[src/rtl/cic3_pkg.sv]
// rtl/cic3_pkg.sv - shared widths, limits and decimation decode for the third-stage CIC
package cic3_pkg;

    localparam int IN_W     = 16;
    localparam int OUT_W    = 28;
    localparam int N_STAGES = 3;
    localparam int MAX_SEL  = 4;
    localparam int SEL_W    = 3;
    localparam int CNT_W    = 4;

    // Q1.15 output range; anything outside is flagged but still delivered
    localparam logic signed [OUT_W-1:0] RANGE_MAX = OUT_W'(32767);
    localparam logic signed [OUT_W-1:0] RANGE_MIN = OUT_W'(-32768);

    // Decimation factor D = 2^sel
    function automatic logic [4:0] sel_to_d(input logic [SEL_W-1:0] sel);
        return 5'd1 << sel;
    endfunction

    // CIC DC gain is D^N = 2^(N*sel), so unity gain needs a right shift of N*sel
    function automatic logic [3:0] sel_to_shift(input logic [SEL_W-1:0] sel);
        return 4'(N_STAGES * int'(sel));
    endfunction

endpackage

[src/rtl/cic3_comp_fir.sv]
// rtl/cic3_comp_fir.sv - 3-tap inverse-sinc compensator (-1/8, 5/4, -1/8) with bypass
module cic3_comp_fir
    import cic3_pkg::*;
(
    input  logic                    clk,
    input  logic                    reset,
    input  logic                    clk_enable,
    input  logic                    clear,
    input  logic                    bypass,
    input  logic signed [OUT_W-1:0] s_tdata,
    input  logic                    s_tvalid,
    output logic signed [OUT_W-1:0] m_tdata,
    output logic                    m_tvalid
);

    // Headroom for 10x the centre tap before the divide by 8
    localparam int ACC_W = OUT_W + 4;

    logic signed [OUT_W-1:0] tap1;
    logic signed [OUT_W-1:0] tap2;
    logic signed [ACC_W-1:0] acc;
    logic signed [ACC_W-1:0] acc_nx;
    logic signed [ACC_W-1:0] tap1_w;
    logic                    acc_valid;

    assign tap1_w = ACC_W'(tap1);
    // 10*c[n-1] - c[n] - c[n-2], with 10x built from shifts
    assign acc_nx = (tap1_w <<< 3) + (tap1_w <<< 1) - ACC_W'(s_tdata) - ACC_W'(tap2);

    // Tap line and accumulator advance only on decimated samples; output stage muxes bypass
    always_ff @(posedge clk or negedge reset) begin
        if (!reset) begin
            tap1      <= '0;
            tap2      <= '0;
            acc       <= '0;
            acc_valid <= 1'b0;
            m_tdata   <= '0;
            m_tvalid  <= 1'b0;
        end else if (clk_enable) begin
            if (clear) begin
                tap1      <= '0;
                tap2      <= '0;
                acc       <= '0;
                acc_valid <= 1'b0;
                m_tdata   <= '0;
                m_tvalid  <= 1'b0;
            end else begin
                acc_valid <= s_tvalid;
                if (s_tvalid) begin
                    acc  <= acc_nx;
                    tap1 <= s_tdata;
                    tap2 <= tap1;
                end
                if (bypass) begin
                    m_tvalid <= s_tvalid;
                    if (s_tvalid) begin
                        m_tdata <= s_tdata;
                    end
                end else begin
                    m_tvalid <= acc_valid;
                    if (acc_valid) begin
                        m_tdata <= OUT_W'(acc >>> 3);
                    end
                end
            end
        end
    end

endmodule

[src/rtl/cic_third_stage_top.sv]
// rtl/cic_third_stage_top.sv - 3-stage CIC decimator, D = 1..16, unity gain, optional compensation
module cic_third_stage_top
    import cic3_pkg::*;
(
    input  logic                    clk,
    input  logic                    reset,
    input  logic                    clk_enable,
    input  logic signed [IN_W-1:0]  x_in,
    input  logic                    x_valid,
    input  logic                    ctrl_enable,
    input  logic                    ctrl_reset,
    input  logic [7:0]              ctrl_decim_sel,
    input  logic                    ctrl_comp_enable,
    output logic                    ce_out,
    output logic signed [OUT_W-1:0] y_out,
    output logic                    y_valid,
    output logic [7:0]              status_D_active,
    output logic [7:0]              status_overflow,
    output logic                    status_ready
);

    logic [SEL_W-1:0] sel_reg;
    logic             comp_reg;
    logic [SEL_W-1:0] sel_eff;
    logic             sel_illegal;
    logic             cfg_change;
    logic             clear;
    logic             accept;
    logic [CNT_W-1:0] d_minus1;
    logic [3:0]       shift_amt;
    logic [4:0]       unused_sel_bits;

    logic signed [IN_W-1:0]  x_reg;
    logic                    v0;
    logic signed [OUT_W-1:0] int1, int2, int3;
    logic signed [OUT_W-1:0] int1_nx, int2_nx, int3_nx;
    logic [CNT_W-1:0]        cnt;
    logic                    v1;
    logic signed [OUT_W-1:0] dly1, dly2, dly3;
    logic signed [OUT_W-1:0] c1, c2, c3;
    logic signed [OUT_W-1:0] comb_reg;
    logic                    v2;
    logic signed [OUT_W-1:0] scaled;
    logic                    v3;
    logic signed [OUT_W-1:0] fir_data;
    logic                    fir_valid;
    logic                    ovf_range;
    logic                    ovf_sel;

    // Only sel[2:0] is decoded; the upper bits are deliberately ignored
    assign unused_sel_bits = ctrl_decim_sel[7:3];
    assign sel_illegal     = ctrl_decim_sel[2:0] > SEL_W'(MAX_SEL);
    assign sel_eff         = sel_illegal ? SEL_W'(MAX_SEL) : ctrl_decim_sel[2:0];
    assign cfg_change      = (sel_eff != sel_reg) || (ctrl_comp_enable != comp_reg);
    // A config change flushes the datapath on the same edge the new config is latched
    assign clear           = ctrl_reset || cfg_change;
    assign accept          = ctrl_enable && x_valid && !clear;

    assign d_minus1        = CNT_W'(sel_to_d(sel_reg) - 5'd1);
    assign shift_amt       = sel_to_shift(sel_reg);
    assign status_D_active = {3'b000, sel_to_d(sel_reg)};
    assign status_overflow = {6'b000000, ovf_sel, ovf_range};
    assign ce_out          = v1;

    // Integrator cascade: each stage sees the freshly updated stage before it
    assign int1_nx = int1 + {{(OUT_W-IN_W){x_reg[IN_W-1]}}, x_reg};
    assign int2_nx = int2 + int1_nx;
    assign int3_nx = int3 + int2_nx;

    // Comb cascade (differential delay 1) evaluated at the decimated rate
    assign c1 = int3 - dly1;
    assign c2 = c1 - dly2;
    assign c3 = c2 - dly3;

    // Effective configuration register; keeps sampling through ctrl_reset
    always_ff @(posedge clk or negedge reset) begin
        if (!reset) begin
            sel_reg  <= '0;
            comp_reg <= 1'b0;
        end else if (clk_enable) begin
            sel_reg  <= sel_eff;
            comp_reg <= ctrl_comp_enable;
        end
    end

    // CIC pipeline: input register, integrators + window counter, combs, gain shift
    always_ff @(posedge clk or negedge reset) begin
        if (!reset) begin
            x_reg    <= '0;
            v0       <= 1'b0;
            int1     <= '0;
            int2     <= '0;
            int3     <= '0;
            cnt      <= '0;
            v1       <= 1'b0;
            dly1     <= '0;
            dly2     <= '0;
            dly3     <= '0;
            comb_reg <= '0;
            v2       <= 1'b0;
            scaled   <= '0;
            v3       <= 1'b0;
        end else if (clk_enable) begin
            if (clear) begin
                x_reg    <= '0;
                v0       <= 1'b0;
                int1     <= '0;
                int2     <= '0;
                int3     <= '0;
                cnt      <= '0;
                v1       <= 1'b0;
                dly1     <= '0;
                dly2     <= '0;
                dly3     <= '0;
                comb_reg <= '0;
                v2       <= 1'b0;
                scaled   <= '0;
                v3       <= 1'b0;
            end else begin
                v0 <= accept;
                if (accept) begin
                    x_reg <= x_in;
                end
                v1 <= 1'b0;
                if (v0) begin
                    int1 <= int1_nx;
                    int2 <= int2_nx;
                    int3 <= int3_nx;
                    cnt  <= (cnt == d_minus1) ? '0 : cnt + CNT_W'(1);
                    v1   <= (cnt == d_minus1);
                end
                v2 <= v1;
                if (v1) begin
                    dly1     <= int3;
                    dly2     <= c1;
                    dly3     <= c2;
                    comb_reg <= c3;
                end
                v3 <= v2;
                if (v2) begin
                    scaled <= comb_reg >>> shift_amt;
                end
            end
        end
    end

    cic3_comp_fir u_comp_fir (
        .clk        (clk),
        .reset      (reset),
        .clk_enable (clk_enable),
        .clear      (clear),
        .bypass     (!comp_reg),
        .s_tdata    (scaled),
        .s_tvalid   (v3),
        .m_tdata    (fir_data),
        .m_tvalid   (fir_valid)
    );

    // Output register and ready tracking
    always_ff @(posedge clk or negedge reset) begin
        if (!reset) begin
            y_out        <= '0;
            y_valid      <= 1'b0;
            status_ready <= 1'b0;
        end else if (clk_enable) begin
            if (clear) begin
                y_out   <= '0;
                y_valid <= 1'b0;
            end else begin
                y_valid <= fir_valid;
                if (fir_valid) begin
                    y_out <= fir_data;
                end
            end
            if (clear || !ctrl_enable) begin
                status_ready <= 1'b0;
            end else if (fir_valid) begin
                status_ready <= 1'b1;
            end
        end
    end

    // Sticky flags survive reconfiguration flushes; only ctrl_reset clears them
    always_ff @(posedge clk or negedge reset) begin
        if (!reset) begin
            ovf_range <= 1'b0;
            ovf_sel   <= 1'b0;
        end else if (clk_enable) begin
            if (ctrl_reset) begin
                ovf_range <= 1'b0;
                ovf_sel   <= 1'b0;
            end else begin
                if (sel_illegal) begin
                    ovf_sel <= 1'b1;
                end
                if (fir_valid && ((fir_data > RANGE_MAX) || (fir_data < RANGE_MIN))) begin
                    ovf_range <= 1'b1;
                end
            end
        end
    end

endmodule

[config.mk]
export PLATFORM = sky130hd
export DESIGN_NAME = cic_third_stage_top
export DESIGN_NICKNAME = d
export VERILOG_FILES = /design/src/rtl/cic3_pkg.sv /design/src/rtl/cic3_comp_fir.sv /design/src/rtl/cic_third_stage_top.sv
export SDC_FILE = /design/constraint.sdc
export NUM_CORES = 1
export LEC_CHECK = 0
export BUFFER_PORTS_ARGS = -buffer_cell sky130_fd_sc_hd__buf_4
export CORE_MARGIN = 4
export CORE_UTILIZATION = 65
export CTS_CLUSTER_SIZE = 25
export DETAILED_ROUTE_END_ITERATION = 6
export PLACE_DENSITY = 0.83
export SLEW_MARGIN = 10
export SYNTH_ARGS = -nofsm -noshare
export SYNTH_HDL_FRONTEND = slang
export SYNTH_SLANG_ARGS = --single-unit
[constraint.sdc]
create_clock -name clk -period 9.3 [get_ports clk]
set_clock_uncertainty 0.05 [all_clocks]
set_input_delay 1.86 -clock clk [delete_from_list [all_inputs] [get_ports clk]]
set_output_delay 1.86 -clock clk [all_outputs]
set_load 0.1 [all_outputs]
==> qor.yml, run 1 <==
cts_root_buf: "clkbuf_16"
cts_tree: "done"
cts_max_path_buffers: 3
vias: 20300
combPwrFrac_pct: 7.2
power.share.clock_pct: 47.2
final_area_um2: 28400
yosysWarningCount: 0
tns_ns: 0
yosys.cell_types.count: 72
slew_headroom_pct: 18.9
nets: 2950
setup_ws_ns: 2.08
status: "finished clean"
antenna_found_initial: 0
sequentialPowerShare_pct: 45.5
io_pins: 78
internal_power_w: 0.00287
rsz0062_at_grt: "false"
clk_latency_ns: 0.59
grtUsageTotal_pct: 27.8
ctsResizeCount: 0
async_flop_share_pct: 100
numPortBuffers: 63
final_common_cell: "dfrtp_1"
final_cell_mix: "dfrtp_1 (398), nand2_1 (251), o21ai_0 (221)"
max_stage_delay_ns: 0.40
post-cts-setup-buffers: 0
multiInputGateArea_um2: 15000
syn_avg_cell_area_um2: 9.89
drtIter0Drc: 1590
fmax_mhz: 139
ys_ff_latch: 398
fin_crit_sh_pct: 77.6
p_total_w: 0.00382
cap_viol_max_count: 0
leakage_nw: 13.8
whs_ns: 0.431
htreeDepth: 2
fillCellCount: 2852
grt_overflow_total: 0
die_h_um: 208
ys_seq_area_share_pct: 38.3
drive_gt1_share_pct: 7.88
cp_data_arrival_time_ns: 7.62
grt_pass1_wl_mm: 102
synthCells: 2630
slew_violations: 0
hold_violations: 0
wirelength_mm: 60.5
rows: 73
post-route-drc-count: 0
syn_area_um2: 26000
fin_crit_ns: 7.22
p_switching_w: 0.000956
use_met2_pct: 47.5
grt_use_met3_pct: 3.53
firstDrtPassIters: 5
min_from: "u_comp_fir.acc[6]"
cts_sinks: 398
p_per_area_nw_per_um2: 135
synth-main-ff-cell: "dfrtp_1"
cp-startpoint: "int3[0]"
peakVddDrop_uv: 127
switching_share_pct: 25.0
dieWidth_um: 208
path_buf_inv: 2
placed_cell_area_um2: 26900
gp_congestion: 0.925
core_area_um2: 39600
grt_pass1_vias: 20600
cp_common_cell: "a21o_1"
timing.rr.start: "int3[0]"
place_hpwl_mm: 42.9
min_path_type: "register to register"
viasPerCell: 6.31
num_antenna_cells: 0
crit_path_top_delay_cell: "fa_1"
setup_viol: 0
area_delta_synth_final_pct: 9.34
hold_buffers: 0
numCtsBuffers: 45
wl_per_cell_um: 18.8
worst_pin_slew_ns: 1.22
busiest_layer: "met2"
grt_max_degree: 152
start_kind: "register"
place_ws_ns: 2.20
path_max_fanout: 6
clk_pin_slew_ns: 0.06
grt_use_met1_pct: 36.2
die-area_um2: 43300
crit_family: "compound AO/OA/AOI/OAI gates"
critPathRequiredTime_ns: 9.71
seq_area_um2: 9960
synth_edf_count: 0
endpoint_kind: "register"
start_util_pct: 65.6
worstSetupPathType: "register to register"
ant_nets: 0
area by class of cell:
cell class                      instances  share of cell area, %
Inverter                              190                   2.51
Sequential cell                       398                   35.0
Timing Repair Buffer                   83                   2.26
Clock inverter                         21                  0.735
Clock buffer                           60                   4.52
Tap cell                              525                   2.31
Multi-Input combinational cell       1937                   52.6
power groups by stage:
| stage | Combinational [W] | Sequential (W) | Clock [W] |
|---|---|---|---|
| 2_1_floorplan | 0.000193 | 0.00177 | 0 |
| 3_3_place_gp | 0.000269 | 0.00177 | 0 |
| 3_5_place_dp | 0.000275 | 0.00177 | 0 |
| 4_1_cts | 0.000276 | 0.00174 | 0.00183 |
| 5_1_grt | 0.000301 | 0.00174 | 0.00190 |
| 6_report | 0.000277 | 0.00174 | 0.00181 |
tightest hold or removal path, cell delays in order (launching register included):
cell and delay [ns]:
dfrtp_1 0.34, nand2_1 0.05, o31ai_1 0.06
synth_stat cells (15+ instances only):
master	n	share of area, %
xor2_1	70	2.4
nor2b_1	29	0.70
dfrtp_1	398	38
xnor2_1	102	3.4
nand2_1	252	3.6
mux2i_1	67	2.6
and3_1	15	0.36
inv_1	190	2.7
ha_1	200	9.6
o21bai_1	19	0.55
a21o_1	94	2.7
nand3_1	18	0.35
mux4_2	17	1.5
o21a_1	43	1.2
o21ai_0	223	4.3
a32o_1	26	1.0
nor3_1	27	0.52
fa_1	64	4.9
clkbuf_1	90	1.3
nor2_1	87	1.3
nand2b_1	21	0.51
a21oi_1	159	3.1
a22o_1	207	7.0
layer usage:
metal	vias up	share of wire, %
met5	-	0
met4	0	3.9
met3	162	4.1
met2	499	49
met1	10100	43
li1	9502	-
cells by family after synthesis:
kind of cell | synth area share [%]
muxes | 4.23
adders and majority gates | 14.6
and+or+nand+nor | 8.97
xor gates and xnor gates | 5.88
DFF | 38.3
other | 0.0144
buffers and inverters | 4.53
AOI/OAI and AO/OA | 23.5
final timing paths:
| check | end | slack, ns | depth (start not counted) |
|---|---|---|---|
| setup / recovery | comb_reg[27] | 2.08 | 32 |
| setup reg to reg | comb_reg[27] | 2.08 | 32 |
| hold reg to reg | u_comp_fir.acc[6] | 0.43 | 2 |
| min in group asynchronous | u_comp_fir.m_tdata[13] | 1.17 | 1 |
| max in group asynchronous | u_comp_fir.acc[21] | 6.18 | 3 |
| hold / removal | u_comp_fir.acc[6] | 0.43 | 2 |
per-stage QoR:
step | util [%] | instances
finish | 71.7 | 3214
global route | 71.7 | 3214
CTS | 71.7 | 3214
detailed placement | 67.9 | 3133
global placement | 67.9 | 3133
floorplan | - | 2638
No activity file was read; power rests on OpenSTA's default activity.
==> run 2, diff against run 1 <==
--- a/config.mk
+++ b/config.mk
@@ -5,12 +5,13 @@
 export SDC_FILE = /design/constraint.sdc
 export NUM_CORES = 1
 export LEC_CHECK = 0
+export ABC_AREA = 1
 export BUFFER_PORTS_ARGS = -buffer_cell sky130_fd_sc_hd__buf_4
 export CORE_MARGIN = 4
-export CORE_UTILIZATION = 65
+export CORE_UTILIZATION = 58
 export CTS_CLUSTER_SIZE = 25
 export DETAILED_ROUTE_END_ITERATION = 6
-export PLACE_DENSITY = 0.83
+export PLACE_DENSITY = 0.78
 export SLEW_MARGIN = 10
 export SYNTH_ARGS = -nofsm -noshare
 export SYNTH_HDL_FRONTEND = slang
==> constraint.sdc (replaced) <==
create_clock -name clk -period 6.2 [get_ports clk]
set_clock_uncertainty 0.05 [all_clocks]
set_input_delay 1.24 -clock clk [delete_from_list [all_inputs] [get_ports clk]]
set_output_delay 1.24 -clock clk [all_outputs]
set_load 0.1 [all_outputs]
==> run 2 against run 1 <==
Net effect:
- final area is 6.9% higher
- largest power group unchanged
- largest cell class unchanged
- utilization is 8.1 points lower
- clock power is 55% higher
- non-clock buffer count stayed put
- power is 58% higher
- critical path depth is 3 lower
- die area is 20% higher
- flip-flop and latch count stayed put
- register-to-register slack worse by 1.6 ns
- fmax is 27% higher
- routed wire length is 16% higher
==> qor.yml, run 2 <==
p_total_w: 0.00603  # was 0.00382 W
post-cts-setup-buffers: 0  # unchanged
synth_most_common_cell: "nand2_1"  # was dfrtp_1
hold_buffers: 0  # unchanged
rows: 80  # was 73
combPwrFrac_pct: 10.1  # was 7.2%
cts_root_buf: "clkbuf_16"  # unchanged
start_util_pct: 58.6  # was 65.6%
peakVddDrop_uv: 173  # was 127 uV
crit_path_top_delay_cell: "fa_1"  # unchanged
leakage_nw: 15.7  # was 13.8 nW
cp_data_arrival_time_ns: 6.11  # was 7.62 ns
p_per_area_nw_per_um2: 198  # was 135 nW/um^2
endpoint_kind: "register"  # unchanged
vias: 23900  # was 20300
core_area_um2: 47700  # was 39600 um^2
ctsResizeCount: 0  # unchanged
drtIter0Drc: 1819  # was 1590
internal_power_w: 0.00442  # was 0.00287 W
syn_avg_cell_area_um2: 7.92  # was 9.89 um^2
syn_area_um2: 28000  # was 26000 um^2
min_path_type: "register to register"  # unchanged
rsz0062_at_grt: "false"  # unchanged
place_ws_ns: 0.492  # was 2.20 ns
critPathRequiredTime_ns: 6.61  # was 9.71 ns
post-route-drc-count: 0  # unchanged
nets: 3848  # was 2950
grt_pass1_wl_mm: 115  # was 102 mm
synth_edf_count: 0  # unchanged
p_switching_w: 0.00161  # was 0.000956 W
numPortBuffers: 63  # unchanged
firstDrtPassIters: 6  # was 5
clk_latency_ns: 0.60  # was 0.59 ns
synth-main-ff-cell: "dfrtp_1"  # unchanged
tns_ns: 0  # unchanged
place_hpwl_mm: 51.7  # was 42.9 mm
sequentialPowerShare_pct: 43.3  # was 45.5%
wl_per_cell_um: 16.7  # was 18.8 um
ys_seq_area_share_pct: 35.6  # was 38.3%
synth_xor_area_share_pct: 3.82  # was 5.88%
grt_use_met3_pct: 2.63  # was 3.53%
viasPerCell: 5.68  # was 6.31
cts_tree: "done"  # unchanged
path_max_fanout: 6  # unchanged
antenna_found_initial: 0  # unchanged
yosys.cell_types.count: 64  # was 72
grt_overflow_total: 0  # unchanged
synth_top_area_cell: "dfrtp_1"  # unchanged
synth_common_cells: "nand2_1 (677), inv_1 (537), dfrtp_1 (398), o21ai_0 (316), a21oi_1 (228)"  # was dfrtp_1 (398), nand2_1 (252), o21ai_0 (223), a22o_1 (207), ha_1 (200)
gp_congestion: 0.936  # was 0.925
synth_top_family_by_area: "compound AO/OA/AOI/OAI gates"  # unchanged
final_common_cell: "nand2_1"  # was dfrtp_1
yosys-top-cells-area: "dfrtp_1 (36%), nand2_1 (9.1%), ha_1 (8.9%)"  # was dfrtp_1 (38%), ha_1 (9.6%), a22o_1 (7.0%)
cts_max_path_buffers: 3  # unchanged
final_cell_mix: "nand2_1 (677), inv_1 (537), dfrtp_1 (398)"  # was dfrtp_1 (398), nand2_1 (251), o21ai_0 (221)
io_pins: 78  # unchanged
numCtsBuffers: 44  # was 45
drive_gt1_share_pct: 6.61  # was 7.88%
busiest_layer: "met2"  # unchanged
status: "finished clean"  # unchanged
grt_pass1_vias: 23200  # was 20600
use_met2_pct: 46.4  # was 47.5%
switching_share_pct: 26.7  # was 25.0%
setup_ws_ns: 0.507  # was 2.08 ns
power.share.clock_pct: 46.6  # was 47.2%
fmax_mhz: 176  # was 139 MHz
die_h_um: 228  # was 208 um
fin_crit_ns: 5.69  # was 7.22 ns
synth_compound_area_share_pct: 20.0  # was 23.5%
async_flop_share_pct: 100  # unchanged
synth.mux.area_fraction_pct: 0.644  # was 4.23%
cts_sinks: 398  # unchanged
holdPathStages: 2  # unchanged
max_stage_delay_ns: 0.40  # about the same
synthCells: 3532  # was 2630
start_kind: "register"  # unchanged
yosysTopAreaCellShare_pct: 35.6  # was 38.3%
area_delta_synth_final_pct: 8.64  # was 9.34%
num_antenna_cells: 0  # unchanged
ant_nets: 0  # unchanged
slew_headroom_pct: 32.4  # was 18.9%
slew_violations: 0  # unchanged
ys_ff_latch: 398  # unchanged
worst_pin_slew_ns: 1.01  # was 1.22 ns
yosysWarningCount: 0  # unchanged
grt_max_degree: 127  # was 152
synthSimpleGateAreaFrac_pct: 16.8  # was 8.97%
synth_fa_ha_area_share_pct: 13.5  # was 14.6%
grtUsageTotal_pct: 27.0  # was 27.8%
worst_r2r_path_depth: 29  # was 32
dieWidth_um: 228  # was 208 um
setup_viol: 0  # unchanged
fin_crit_sh_pct: 91.8  # was 77.6%
cp_common_cell: "nand2_1"  # was a21o_1
die-area_um2: 51800  # was 43300 um^2
htreeDepth: 2  # unchanged
cap_viol_max_count: 0  # unchanged
worstSetupPathType: "register to register"  # unchanged
wirelength_mm: 70.1  # was 60.5 mm
clk_pin_slew_ns: 0.06  # about the same
grt_use_met1_pct: 35.7  # was 36.2%
hold_violations: 0  # unchanged
==> run 2: cell count changes after synthesis, sizes merged, moves of 49 or more <==
cell / change
inv: +357
a21oi: +70
nand2: +429
a21o: -75
o21ai: +131
mux2i: -49
nand3: +132
nor2: +126
a22o: -174
o22ai: +176
xnor2: -67
==> run 2: power by group through the flow <==
stage	clock, W	sequential (W)	combinational, W
detailed placement	0	0.00265	0.000605
global placement	0	0.00265	0.000600
finish	0.00281	0.00261	0.000609
floorplan	0	0.00265	0.000439
CTS	0.00285	0.00261	0.000607
global route	0.00295	0.00261	0.000679
==> run 2: routing by layer <==
layer	share of wire, %	up-vias	wire, um
met5	0	-	0
met4	3.5	0	2460
met3	4.3	134	3040
met2	48	643	33900
met1	44	11300	30700
li1	-	11800	-
==> run 2: worst max-delay path, delay by kind of cell, from the launching register on <==
kind                       cells  cell delay [ns]
xor gates and xnor gates       1             0.24
DFF                            1             0.39
adders and majority gates      4             1.34
AOI/OAI and AO/OA              9             1.67
and+or+nand+nor               12             1.71
buffers and inverters          3             0.19
==> run 2: path summary, 6_finish.rpt <==
kind	from	to	slack (ns)
max	x_reg[0]	int3[24]	0.51
min reg2reg	u_comp_fir.acc[9]	u_comp_fir.acc[9]	0.43
min	u_comp_fir.acc[9]	u_comp_fir.acc[9]	0.43
max reg2reg	x_reg[0]	int3[24]	0.51
max in group asynchronous	reset	int1[25]	4.18
min in group asynchronous	reset	u_comp_fir.tap2[27]	0.69
==> run 2: area by class of cell <==
type,count,area (um^2)
clock buffer,60,1260
clock inverter,21,280
fill,4138,17400
inverter,548,2060
multi-input combinational,2478,15400
sequential,398,9960
tap,615,769
timing repair buffer,83,668
==> run 2: cell families (layout without fill, tap and decap cells) <==
group / Yosys count / in the layout
and+or+nand+nor: 1131 / 1131
AOI/OAI and AO/OA: 934 / 934
buffers and inverters: 664 / 712
DFF: 398 / 398
adders and majority gates: 264 / 264
xor gates and xnor gates: 122 / 122
muxes: 18 / 18
other: 1 / 9
==> run 2: per-stage QoR <==
step / utilization (%) / hold WS [ns] / instance area (um^2) / std cells
global placement: 60.4 / 0.408 / 28800 / 4122
floorplan: - / 0.394 / 28000 / 3540
detailed placement: 60.4 / 0.411 / 28800 / 4122
global route: 63.6 / 0.446 / 30400 / 4203
finish: 63.6 / 0.431 / 30400 / 4203
CTS: 63.6 / 0.433 / 30400 / 4203
==> run 3, diff against run 2 <==
--- a/config.mk
+++ b/config.mk
@@ -11,7 +11,7 @@
 export CORE_UTILIZATION = 58
 export CTS_CLUSTER_SIZE = 25
 export DETAILED_ROUTE_END_ITERATION = 6
-export PLACE_DENSITY = 0.78
+export PLACE_DENSITY_LB_ADDON = 0.08
 export SLEW_MARGIN = 10
 export SYNTH_ARGS = -nofsm -noshare
 export SYNTH_HDL_FRONTEND = slang
==> run 3 against run 2 <==
Net effect:
- sequential share of layout area barely moved
- worst setup slack lost 0.018 ns
- hold slack worse by 0.0047 ns
- critical path type unchanged
- final area grew 0.12%
- critical endpoint unchanged
- die area unchanged
- the run now ends with DRC left
- sequential power about the same
- utilization increased by 0.073 points
- fmax decreased by 0.31%
==> qor.yml, run 3 (synthesis gave the netlist of run 2 again) <==
min_path_type: "register to register"  # unchanged
antenna_found_initial: 0  # unchanged
fmax_mhz: 175  # was 176 MHz
drtIter0Drc: 1538  # was 1819
min_from: "u_comp_fir.acc[23]"  # was u_comp_fir.acc[9]
wl_per_cell_um: 17.4  # was 16.7 um
post-route-drc-count: 1  # was 0
grt_overflow_total: 0  # unchanged
ant_nets: 0  # unchanged
area_delta_synth_final_pct: 8.77  # was 8.64%
grt_pass1_wl_mm: 119  # was 115 mm
cp_data_arrival_time_ns: 6.14  # was 6.11 ns
ctsResizeCount: 0  # unchanged
rows: 80  # unchanged
numPortBuffers: 63  # unchanged
cp_common_cell: "nand2_1"  # unchanged
slew_headroom_pct: 27.6  # was 32.4%
post-cts-setup-buffers: 0  # unchanged
start_kind: "register"  # unchanged
cts_tree: "done"  # unchanged
htreeDepth: 2  # unchanged
worst_pin_slew_ns: 1.07  # was 1.01 ns
place_ws_ns: 0.462  # was 0.492 ns
grt_max_degree: 137  # was 127
gp_congestion: 0.970  # was 0.936
p_per_area_nw_per_um2: 198  # about the same
max_stage_delay_ns: 0.39  # was 0.40 ns
start_util_pct: 58.6  # unchanged
io_pins: 78  # unchanged
drive_gt1_share_pct: 6.60  # was 6.61%
setup_viol: 0  # unchanged
endpoint_kind: "register"  # unchanged
path_max_fanout: 6  # unchanged
place_hpwl_mm: 55.5  # was 51.7 mm
timing.rr.start: "x_reg[0]"  # unchanged
setup_ws_ns: 0.490  # was 0.507 ns
nets: 3852  # was 3848
leakage_nw: 15.7  # about the same
firstDrtPassIters: 7  # was 6
num_antenna_cells: 0  # unchanged
hold_buffers: 0  # unchanged
crit_path_top_delay_cell: "dfrtp_1"  # was fa_1
fin_crit_sh_pct: 92.1  # was 91.8%
cts_sinks: 398  # unchanged
critPathRequiredTime_ns: 6.63  # was 6.61 ns
die_h_um: 228  # unchanged
grt_pass1_vias: 23600  # was 23200
final_common_cell: "nand2_1"  # unchanged
core_area_um2: 47700  # unchanged
rsz0062_at_grt: "false"  # unchanged
clk_pin_slew_ns: 0.06  # about the same
dieWidth_um: 228  # unchanged
peakVddDrop_uv: 199  # was 173 uV
final_cell_mix: "nand2_1 (677), inv_1 (536), dfrtp_1 (398)"  # was nand2_1 (677), inv_1 (537), dfrtp_1 (398)
violations: "DRC"
worstSetupPathType: "register to register"  # unchanged
cap_viol_max_count: 0  # unchanged
clk_latency_ns: 0.61  # was 0.60 ns
cp-startpoint: "x_reg[0]"  # unchanged
status: "complete, but fails checks"  # was finished clean
die-area_um2: 51800  # unchanged
slew_violations: 0  # unchanged
tns_ns: 0  # unchanged
cts_root_buf: "clkbuf_16"  # unchanged
vias: 24000  # was 23900
wirelength_mm: 73.3  # was 70.1 mm
viasPerCell: 5.71  # was 5.68
cts_max_path_buffers: 3  # unchanged
numCtsBuffers: 47  # was 44
fillCellCount: 4256  # was 4138
fin_crit_ns: 5.71  # was 5.69 ns
grtUsageTotal_pct: 28.2  # was 27.0%
hold_violations: 0  # unchanged
run 3: cell count changes in the layout (fill, tap and decap cells not counted), sizes merged:
cell      delta
bufinv       -2
buf          +1
clkbuf       +7
inv          -5
clkinvlp     +3
run 3: cell type report:
type	instances	area, um^2	area share, %
Multi-Input combinational cell	2478	15400	50.6
Sequential cell	398	9960	32.7
Inverter	548	2060	6.77
Clock buffer	67	1340	4.41
Tap cell	615	769	2.53
Timing Repair Buffer	84	676	2.22
Clock inverter	17	221	0.728
run 3: worst max-delay path, delay by kind of cell, from the launching register on:
family,cells,cell delay (ns)
compound gates,9,1.69
flops,1,0.39
fa+ha+maj,4,1.33
buf+inv,3,0.18
xor+xnor,1,0.22
simple gates,12,1.72
run 3: final timing paths:
| path | end | slack [ns] | cells after the start |
|---|---|---|---|
| setup / recovery | int3[24] | 0.49 | 29 |
| hold / removal | u_comp_fir.acc[23] | 0.43 | 2 |
| setup reg to reg | int3[24] | 0.49 | 29 |
| hold reg to reg | u_comp_fir.acc[23] | 0.43 | 2 |
| max in group asynchronous | int1[19] | 4.19 | 2 |
| min in group asynchronous | u_comp_fir.acc[29] | 0.61 | 1 |
run 3: through the flow:
step                power, W  cells  instance area, um^2  hold slack (ns)  utilization [%]
floorplan            0.00309   3540                28000            0.394                -
global placement     0.00327   4123                28800            0.409             60.4
detailed placement   0.00328   4123                28800            0.411             60.4
CTS                  0.00608   4207                30400            0.429             63.7
global route         0.00627   4207                30400            0.445             63.7
finish               0.00602   4207                30400            0.426             63.7
run 3: routing by layer:
metal  track usage [%]  vias up  wire (um)
met5                 0        -          0
met4              13.2        0       3550
li1                  -    11800          -
met1              37.7    11500      32900
met3              2.99      168       2740
met2              46.3      531      34200
run 3: where the power goes:
group          internal [W]  total (W)  switching [W]
logic              0.000168   0.000626       0.000458
registers           0.00260    0.00261     0.00000519
clock network       0.00164    0.00279        0.00115
total               0.00441    0.00602        0.00161
